$ cat src/rtl/lc3b_types.sv
// Shared types for the LC-3b n-way write-back cache: bus word and line types,
// line geometry, cache sizing helpers and the controller state encoding.
package lc3b_types;

  typedef logic [15:0]  lc3b_word;
  typedef logic [1:0]   lc3b_mem_wmask;
  typedef logic [127:0] lc3b_pmem_line;
  typedef logic [15:0]  lc3b_pmem_addr;

  localparam int LC3B_ADDR_W     = 16;
  localparam int LC3B_OFFSET_W   = 4;
  localparam int LC3B_LINE_BYTES = 16;

  typedef enum logic [1:0] {
    IDLE_CMP  = 2'd0,
    WRITEBACK = 2'd1,
    ALLOCATE  = 2'd2
  } cache_state_e;

  // Index width for a given number of sets.
  function automatic int lc3b_cache_index_w(input int num_sets);
    return $clog2(num_sets);
  endfunction

  // Tag width: whatever address bits remain above index and line offset.
  function automatic int lc3b_cache_tag_w(input int num_sets);
    return LC3B_ADDR_W - LC3B_OFFSET_W - $clog2(num_sets);
  endfunction

endpackage

$ cat src/rtl/cache_way.sv
// One way of the cache: line data, tag, valid and dirty storage for every set.
// A single index serves both the combinational read and the write port; a
// fill replaces the whole line (valid, clean), a CPU write merges byte lanes
// and marks the line dirty. Only valid/dirty are cleared by reset.
module cache_way
  import lc3b_types::*;
#(
  parameter  int NUM_SETS = 8,
  parameter  int TAG_W    = 9,
  localparam int IDX_W    = $clog2(NUM_SETS)
) (
  input  logic                       clk,
  input  logic                       reset,
  input  logic [IDX_W-1:0]           index,
  input  logic                       fill_en,
  input  logic [TAG_W-1:0]           fill_tag,
  input  lc3b_pmem_line              fill_data,
  input  logic                       wr_en,
  input  logic [LC3B_LINE_BYTES-1:0] wr_mask,
  input  lc3b_pmem_line              wr_data,
  output lc3b_pmem_line              rd_data,
  output logic [TAG_W-1:0]           rd_tag,
  output logic                       rd_valid,
  output logic                       rd_dirty
);

  lc3b_pmem_line       data_q [NUM_SETS];
  logic [TAG_W-1:0]    tag_q  [NUM_SETS];
  logic [NUM_SETS-1:0] valid_q, valid_d;
  logic [NUM_SETS-1:0] dirty_q, dirty_d;
  lc3b_pmem_line       line_d;
  logic [TAG_W-1:0]    tag_d;
  logic                line_we;

  assign rd_data  = data_q[index];
  assign rd_tag   = tag_q[index];
  assign rd_valid = valid_q[index];
  assign rd_dirty = dirty_q[index];

  // Build the new line/tag/status for the addressed set; fill wins over write.
  always_comb begin
    valid_d = valid_q;
    dirty_d = dirty_q;
    line_d  = data_q[index];
    tag_d   = tag_q[index];
    line_we = 1'b0;
    if (fill_en) begin
      line_d         = fill_data;
      tag_d          = fill_tag;
      valid_d[index] = 1'b1;
      dirty_d[index] = 1'b0;
      line_we        = 1'b1;
    end else if (wr_en) begin
      for (int b = 0; b < LC3B_LINE_BYTES; b++) begin
        if (wr_mask[b]) line_d[8*b +: 8] = wr_data[8*b +: 8];
      end
      dirty_d[index] = 1'b1;
      line_we        = 1'b1;
    end
  end

  // Status bits: cleared on reset so every set starts empty.
  always_ff @(posedge clk) begin
    if (reset) begin
      valid_q <= '0;
      dirty_q <= '0;
    end else begin
      valid_q <= valid_d;
      dirty_q <= dirty_d;
    end
  end

  // Line and tag storage: not reset, contents are meaningless until valid.
  always_ff @(posedge clk) begin
    if (line_we) begin
      data_q[index] <= line_d;
      tag_q[index]  <= tag_d;
    end
  end

endmodule

$ cat src/rtl/cache_nway.sv
// N-way set-associative write-back, write-allocate cache for the LC-3b.
// 16-byte lines, tree-PLRU replacement, three-state miss controller
// (IDLE_CMP / WRITEBACK / ALLOCATE); dbg_state exposes the controller state.
// Optional: define CACHE_PERF_CNT_EN to add saturating hit_count/miss_count.
//
// CPU handshake: mem_read/mem_write are held by the CPU until mem_resp; a hit
// answers combinationally in the same cycle and the request is consumed at
// that clock edge. A miss is answered one cycle after the fill's pmem_resp.
// pmem_read/pmem_write stay high until pmem_resp and never overlap.
module cache_nway
  import lc3b_types::*;
#(
  parameter int NUM_WAYS = 2,
  parameter int NUM_SETS = 8
) (
  input  logic          clk,
  input  logic          reset,
  input  logic          mem_read,
  input  logic          mem_write,
  input  lc3b_word      mem_address,
  input  lc3b_word      mem_wdata,
  input  lc3b_mem_wmask mem_byte_enable,
  output lc3b_word      mem_rdata,
  output logic          mem_resp,
  output logic          pmem_read,
  output logic          pmem_write,
  output lc3b_pmem_addr pmem_address,
  output lc3b_pmem_line pmem_wdata,
  input  lc3b_pmem_line pmem_rdata,
  input  logic          pmem_resp,
  output logic [1:0]    dbg_state
`ifdef CACHE_PERF_CNT_EN
  ,
  output logic [31:0]   hit_count,
  output logic [31:0]   miss_count
`endif
);

  localparam int IDX_W  = lc3b_cache_index_w(NUM_SETS);
  localparam int TAG_W  = lc3b_cache_tag_w(NUM_SETS);
  localparam int WAY_W  = $clog2(NUM_WAYS);
  localparam int PLRU_W = NUM_WAYS - 1;

  cache_state_e        state_q, state_d;
  logic [WAY_W-1:0]    victim_q, victim_d;
  logic [TAG_W-1:0]    miss_tag_q, miss_tag_d;
  logic [IDX_W-1:0]    miss_idx_q, miss_idx_d;
  logic [PLRU_W-1:0]   plru_q [NUM_SETS];
  logic [PLRU_W-1:0]   plru_d [NUM_SETS];

  logic [TAG_W-1:0]    req_tag;
  logic [IDX_W-1:0]    req_idx, way_idx;
  logic [2:0]          word_sel;
  logic                unused_addr_bit;

  lc3b_pmem_line       way_rdata [NUM_WAYS];
  logic [TAG_W-1:0]    way_tag   [NUM_WAYS];
  logic [NUM_WAYS-1:0] way_valid, way_dirty, fill_en, wr_en;
  logic [LC3B_LINE_BYTES-1:0] wr_mask;
  lc3b_pmem_line       wr_line;
  logic                any_hit, any_invalid;
  logic [WAY_W-1:0]    hit_way, inv_way, plru_way;

  assign req_tag         = mem_address[LC3B_ADDR_W-1 -: TAG_W];
  assign req_idx         = mem_address[LC3B_OFFSET_W +: IDX_W];
  assign word_sel        = mem_address[3:1];
  assign unused_addr_bit = mem_address[0];
  assign dbg_state       = state_q;

  // While a miss is outstanding the ways stay pointed at the latched set.
  assign way_idx = (state_q == IDLE_CMP) ? req_idx : miss_idx_q;

  // Walk the PLRU tree following the bits; each bit points toward the victim.
  function automatic logic [WAY_W-1:0] plru_victim(input logic [PLRU_W-1:0] tree);
    int               node;
    logic             bit_v;
    logic [WAY_W-1:0] way;
    node = 0;
    way  = '0;
    for (int l = 0; l < WAY_W; l++) begin
      bit_v = tree[node];
      way   = WAY_W'({way, bit_v});
      node  = 2 * node + 1 + int'(bit_v);
    end
    return way;
  endfunction

  // Flip every node on the accessed way's path to point at the other subtree.
  function automatic logic [PLRU_W-1:0] plru_touch(input logic [PLRU_W-1:0] tree,
                                                   input logic [WAY_W-1:0]  way);
    int                node;
    logic              dir;
    logic [PLRU_W-1:0] t;
    t    = tree;
    node = 0;
    for (int l = 0; l < WAY_W; l++) begin
      dir     = way[WAY_W-1-l];
      t[node] = ~dir;
      node    = 2 * node + 1 + int'(dir);
    end
    return t;
  endfunction

  genvar g;
  generate
    for (g = 0; g < NUM_WAYS; g++) begin : g_way
      cache_way #(
        .NUM_SETS (NUM_SETS),
        .TAG_W    (TAG_W)
      ) u_way (
        .clk       (clk),
        .reset     (reset),
        .index     (way_idx),
        .fill_en   (fill_en[g]),
        .fill_tag  (miss_tag_q),
        .fill_data (pmem_rdata),
        .wr_en     (wr_en[g]),
        .wr_mask   (wr_mask),
        .wr_data   (wr_line),
        .rd_data   (way_rdata[g]),
        .rd_tag    (way_tag[g]),
        .rd_valid  (way_valid[g]),
        .rd_dirty  (way_dirty[g])
      );
    end
  endgenerate

  // Place the CPU word and its byte enables on the addressed lanes of a line.
  always_comb begin
    wr_mask = '0;
    wr_mask[{word_sel, 1'b0} +: 2] = mem_byte_enable;
    wr_line = {8{mem_wdata}};
  end

  // Tag compare plus the victim candidates (lowest invalid way, PLRU way).
  always_comb begin
    any_hit     = 1'b0;
    hit_way     = '0;
    any_invalid = 1'b0;
    inv_way     = '0;
    for (int w = NUM_WAYS - 1; w >= 0; w--) begin
      if (way_valid[w] && (way_tag[w] == req_tag)) begin
        any_hit = 1'b1;
        hit_way = WAY_W'(w);
      end
      if (!way_valid[w]) begin
        any_invalid = 1'b1;
        inv_way     = WAY_W'(w);
      end
    end
    plru_way = plru_victim(plru_q[way_idx]);
  end

  // Controller next state and outputs; reset forces every strobe low.
  always_comb begin
    state_d      = state_q;
    victim_d     = victim_q;
    miss_tag_d   = miss_tag_q;
    miss_idx_d   = miss_idx_q;
    plru_d       = plru_q;
    mem_resp     = 1'b0;
    mem_rdata    = '0;
    pmem_read    = 1'b0;
    pmem_write   = 1'b0;
    pmem_address = {miss_tag_q, miss_idx_q, 4'b0000};
    pmem_wdata   = way_rdata[victim_q];
    fill_en      = '0;
    wr_en        = '0;
    unique case (state_q)
      IDLE_CMP: begin
        if (mem_read || mem_write) begin
          if (any_hit) begin
            mem_resp        = 1'b1;
            plru_d[req_idx] = plru_touch(plru_q[req_idx], hit_way);
            if (mem_write) wr_en[hit_way] = 1'b1;
            else mem_rdata = way_rdata[hit_way][{word_sel, 4'b0000} +: 16];
          end else begin
            victim_d   = any_invalid ? inv_way : plru_way;
            miss_tag_d = req_tag;
            miss_idx_d = req_idx;
            state_d    = way_dirty[victim_d] ? WRITEBACK : ALLOCATE;
          end
        end
      end
      WRITEBACK: begin
        pmem_write   = 1'b1;
        pmem_address = {way_tag[victim_q], miss_idx_q, 4'b0000};
        if (pmem_resp) state_d = ALLOCATE;
      end
      ALLOCATE: begin
        pmem_read = 1'b1;
        if (pmem_resp) begin
          fill_en[victim_q] = 1'b1;
          state_d           = IDLE_CMP;
        end
      end
      default: state_d = IDLE_CMP;
    endcase
    if (reset) begin
      mem_resp   = 1'b0;
      mem_rdata  = '0;
      pmem_read  = 1'b0;
      pmem_write = 1'b0;
      fill_en    = '0;
      wr_en      = '0;
    end
  end

  // Controller state, latched miss context and PLRU trees.
  always_ff @(posedge clk) begin
    if (reset) begin
      state_q    <= IDLE_CMP;
      victim_q   <= '0;
      miss_tag_q <= '0;
      miss_idx_q <= '0;
      for (int s = 0; s < NUM_SETS; s++) plru_q[s] <= '0;
    end else begin
      state_q    <= state_d;
      victim_q   <= victim_d;
      miss_tag_q <= miss_tag_d;
      miss_idx_q <= miss_idx_d;
      plru_q     <= plru_d;
    end
  end

`ifdef CACHE_PERF_CNT_EN
  logic [31:0] hit_cnt_q, hit_cnt_d, miss_cnt_q, miss_cnt_d;
  logic        after_fill_q, after_fill_d;

  // The response right after a fill belongs to that miss, not to a hit.
  always_comb begin
    after_fill_d = (state_q == ALLOCATE) && pmem_resp;
    hit_cnt_d    = hit_cnt_q;
    miss_cnt_d   = miss_cnt_q;
    if (mem_resp && !after_fill_q && (hit_cnt_q != '1)) hit_cnt_d = hit_cnt_q + 32'd1;
    if ((state_q == IDLE_CMP) && (state_d != IDLE_CMP) && (miss_cnt_q != '1))
      miss_cnt_d = miss_cnt_q + 32'd1;
  end

  // Saturating performance counters.
  always_ff @(posedge clk) begin
    if (reset) begin
      hit_cnt_q    <= '0;
      miss_cnt_q   <= '0;
      after_fill_q <= 1'b0;
    end else begin
      hit_cnt_q    <= hit_cnt_d;
      miss_cnt_q   <= miss_cnt_d;
      after_fill_q <= after_fill_d;
    end
  end

  assign hit_count  = hit_cnt_q;
  assign miss_count = miss_cnt_q;
`endif

endmodule

$ cat config.mk
export PLATFORM = sky130hd
export DESIGN_NAME = cache_nway
export DESIGN_NICKNAME = d
export VERILOG_FILES = /design/src/rtl/lc3b_types.sv /design/src/rtl/cache_way.sv /design/src/rtl/cache_nway.sv
export SDC_FILE = /design/constraint.sdc
export NUM_CORES = 2
export LEC_CHECK = 0
export ABC_CLOCK_PERIOD_IN_PS = 25500
export CAP_MARGIN = 20
export CORE_MARGIN = 2
export CORE_UTILIZATION = 55
export CTS_CLUSTER_SIZE = 25
export DETAILED_ROUTE_END_ITERATION = 16
export PLACE_DENSITY_LB_ADDON = 0.12
export SKIP_CTS_REPAIR_TIMING = 1
export SLEW_MARGIN = 10
export SYNTH_ARGS = -nofsm -noshare
export SYNTH_HDL_FRONTEND = slang
export SYNTH_SLANG_ARGS = --single-unit
$ cat constraint.sdc
create_clock -name clk -period 25.5 [get_ports clk]
set_input_delay 3.825 -clock clk [delete_from_list [all_inputs] [get_ports clk]]
set_output_delay 3.825 -clock clk [all_outputs]
set_load 0.01 [all_outputs]
==> results_dict.tcl <==
set metrics [dict create \
    gp_congestion 0.899 \
    fin_cells 9184 \
    final_common_cell "edfxtp_1" \
    synthMuxAreaShare 0.0401 \
    grt-ovfl-total 0 \
    post-place-cells 8772 \
    core_sq_um 167000 \
    grt_pass1_wl_microns 462000 \
    setup_violations 0 \
    grt_max_degree 166 \
    grt_pass1_vias 60076 \
    syn2layout_area_growth_pct 14.0 \
    final_util 0.630 \
    finalSetupTns_ns 0 \
    critPathKind "input port to output port" \
    cts_tree "built" \
    p_per_area_nw_per_um2 80.0 \
    yosysSeqAreaShare 0.725 \
    max_slew_margin 0.162 \
    rr_startpoint "miss_idx_q[1]$_SDFFE_PP0P_" \
    synth_flop_cell "edfxtp_1" \
    holdWs_ns 0.475 \
    start_util 0.553 \
    cp-endpoint "mem_rdata[3]" \
    io_buffers 326 \
    r2r_slack_ns 17.13 \
    finalHoldViolations 0 \
    vias_per_cell 7.04 \
    cts_root_buf "clkbuf_16" \
    antenna_found_initial 19 \
    synthAdderAreaFrac 0.000271 \
    critPathLaunch "mem_address[6]" \
    vias 64615 \
    clkLatencyLatePin_ns 0.88 \
    clock_sinks 2247 \
    synth_edf_count 2192 \
    drc 0 \
    hold_class "flip-flop to flip-flop" \
    drt-total-wl_microns 335000 \
    fin_worst_skew_ns 0.0382 \
    synth.avg_cell_area_sq_um 14.1 \
    fp-row-count 150 \
    clk_path_buf_depth 3 \
    die_height_microns 414 \
    cp_data_arrival_time_ns 11.58 \
    cap_violations 0 \
    start_kind "input port" \
    fmax_mhz 64.9 \
    end_kind "output port" \
    mostFrequentLayoutCells "edfxtp_1 (2192), nand2_1 (715), a22oi_1 (595), a21oi_1 (445), nor2_1 (422)" \
    cp.required_ns 21.67 \
    place_ws_ns 10.57 \
    worstRegToRegCells 14 \
    layout-drive-gt1-share 0.0875 \
    drtPass1Iterations 6 \
    status "completed" \
    synthArstFlopShare 0 \
    fin_ws_ns 10.09 \
    leakage_nw 35.2 \
    cts_max_level 4 \
    drtIter0Drc 10657 \
    drtAntennaViolNets 0 \
    cp_max_fo 21 \
    ir_drop_mv 0.0805 \
    numCtsBuffers 219 \
    synth_compound_area_frac 0.134 \
    worstMarginPinSlew_ns 1.25 \
    clkTransAtPathRegs_ns 0.06 \
    ys_seq_elements 2247 \
    synthCells 6548 \
    synth_xor_area_frac 0.000854 \
    synth_top_family_by_area "compound AO/OA/AOI/OAI gates" \
    nets 6960 \
    grt_usage 0.388 \
    slew_violations 0 \
    ios 332 \
    ys_warn_count 0 \
    wl_per_cell_microns 36.5 \
    ys_types 95 \
    netlist_area_sq_um 92300 \
    yosys.area_share.simple 0.0765 \
    rr_endpoint "g_way[0].u_way.data_q[3][69]$_DFFE_PP_" \
    rsz0062_at_grt "false" \
    dp_hpwl_microns 193000 \
    min_period_ns 15.41 \
    die_x_microns 414 \
    die_area_sq_um 171000 \
    finalCritPeriodShare 0.604 \
]
worst max-delay path, stage by stage:
cell	delay, ns
clkdlybuf4s50_1	0.75
nor2_1	0.45
o21a_1	0.69
buf_4	0.51
o211ai_1	0.15
and4_1	0.29
xnor2_1	0.31
nand4b_1	0.18
nor4_2	0.29
buf_4	0.57
nand2_2	0.56
buf_4	0.52
mux4_2	0.42
nor2_1	0.70
o41a_1	0.61
clkdlybuf4s50_1	0.65
synthesized netlist by cell type (22+ instances only):
| library cell | instances | share of area |
|---|---|---|
| a221oi_1 | 104 | 0.0099 |
| nand3_1 | 63 | 0.0034 |
| nand4_1 | 79 | 0.0054 |
| buf_2 | 48 | 0.0026 |
| and3_1 | 57 | 0.0039 |
| a31oi_1 | 26 | 0.0018 |
| nand2_1 | 718 | 0.029 |
| mux2i_1 | 319 | 0.035 |
| edfxtp_1 | 2192 | 0.71 |
| a221o_1 | 22 | 0.0024 |
| o21ai_0 | 267 | 0.014 |
| a22oi_1 | 595 | 0.048 |
| clkbuf_1 | 298 | 0.012 |
| inv_1 | 33 | 0.0013 |
| nor2_1 | 441 | 0.018 |
| a22o_1 | 79 | 0.0075 |
| nor3_1 | 62 | 0.0034 |
| a211oi_1 | 61 | 0.0050 |
| buf_1 | 130 | 0.0053 |
| and4_1 | 47 | 0.0045 |
| dfxtp_1 | 55 | 0.012 |
| o211ai_1 | 47 | 0.0038 |
| nand2b_1 | 24 | 0.0016 |
| a21oi_1 | 446 | 0.024 |
| o221ai_1 | 35 | 0.0033 |
per-stage QoR:
step	area, sq um	total power (W)
after floorplan	92400	0.00483
after global placement	98300	0.00528
after detailed placement	98300	0.00530
after CTS	105000	0.00839
after global routing	105000	0.00862
final	105000	0.00842
report_power, final:
part,leakage [nW],internal (W),switching (W)
clock,3.37,0.00176,0.00139
sequential,20.3,0.00421,0.00000637
combinational,11.5,0.000302,0.000745
final cells by class:
cell class                      instances  area [sq um]
Clock buffer                          281          5880
Antenna cell                            5          12.5
Timing Repair Buffer                  517          4900
Sequential cell                      2247         66900
Inverter                               35           134
Fill cell                           12366         61800
Clock inverter                        124          1060
Tap cell                             2204          2760
Multi-Input combinational cell       3771         23600
logic make-up after synthesis:
logic type	after synthesis
adders and majority gates	2
DFF	2247
other	1
buffers and inverters	533
xor gates and xnor gates	9
muxes	352
AOI/OAI and AO/OA	1830
and+or+nand+nor	1574
per-layer routing:
layer  global-route usage  routed length, microns
met5                    0                     103
met4                0.217                   22800
met3                0.114                   49200
met2                0.567                  145000
met1                0.522                  118000
flip-flops by register name (all words and copies together) (netlist names), named ones only:
register,count
plru_q,8
miss_tag_q,9
g_way.u_way.tag_q,144
miss_idx_q,3
g_way.u_way.valid_q,16
dbg_state,2
victim_q,1
g_way.u_way.data_q,2048
worst min-delay path by stage:
stage | start | slack (ns) | end | depth (start not counted)
floorplan | g_way[0].u_way.valid_q[3]$_SDFFE_PP0P_ | 0.43 | g_way[0].u_way.valid_q[3]$_SDFFE_PP0P_ | 2
global placement | g_way[1].u_way.valid_q[6]$_SDFFE_PP0P_ | 0.44 | g_way[1].u_way.valid_q[6]$_SDFFE_PP0P_ | 2
detailed placement | g_way[1].u_way.valid_q[5]$_SDFFE_PP0P_ | 0.45 | g_way[1].u_way.valid_q[5]$_SDFFE_PP0P_ | 2
CTS | g_way[1].u_way.valid_q[5]$_SDFFE_PP0P_ | 0.47 | g_way[1].u_way.valid_q[5]$_SDFFE_PP0P_ | 2
global route | g_way[0].u_way.valid_q[5]$_SDFFE_PP0P_ | 0.49 | g_way[0].u_way.valid_q[5]$_SDFFE_PP0P_ | 2
finish | g_way[1].u_way.valid_q[6]$_SDFFE_PP0P_ | 0.47 | g_way[1].u_way.valid_q[6]$_SDFFE_PP0P_ | 2
Note: power is estimated with default switching activity, not from simulation.
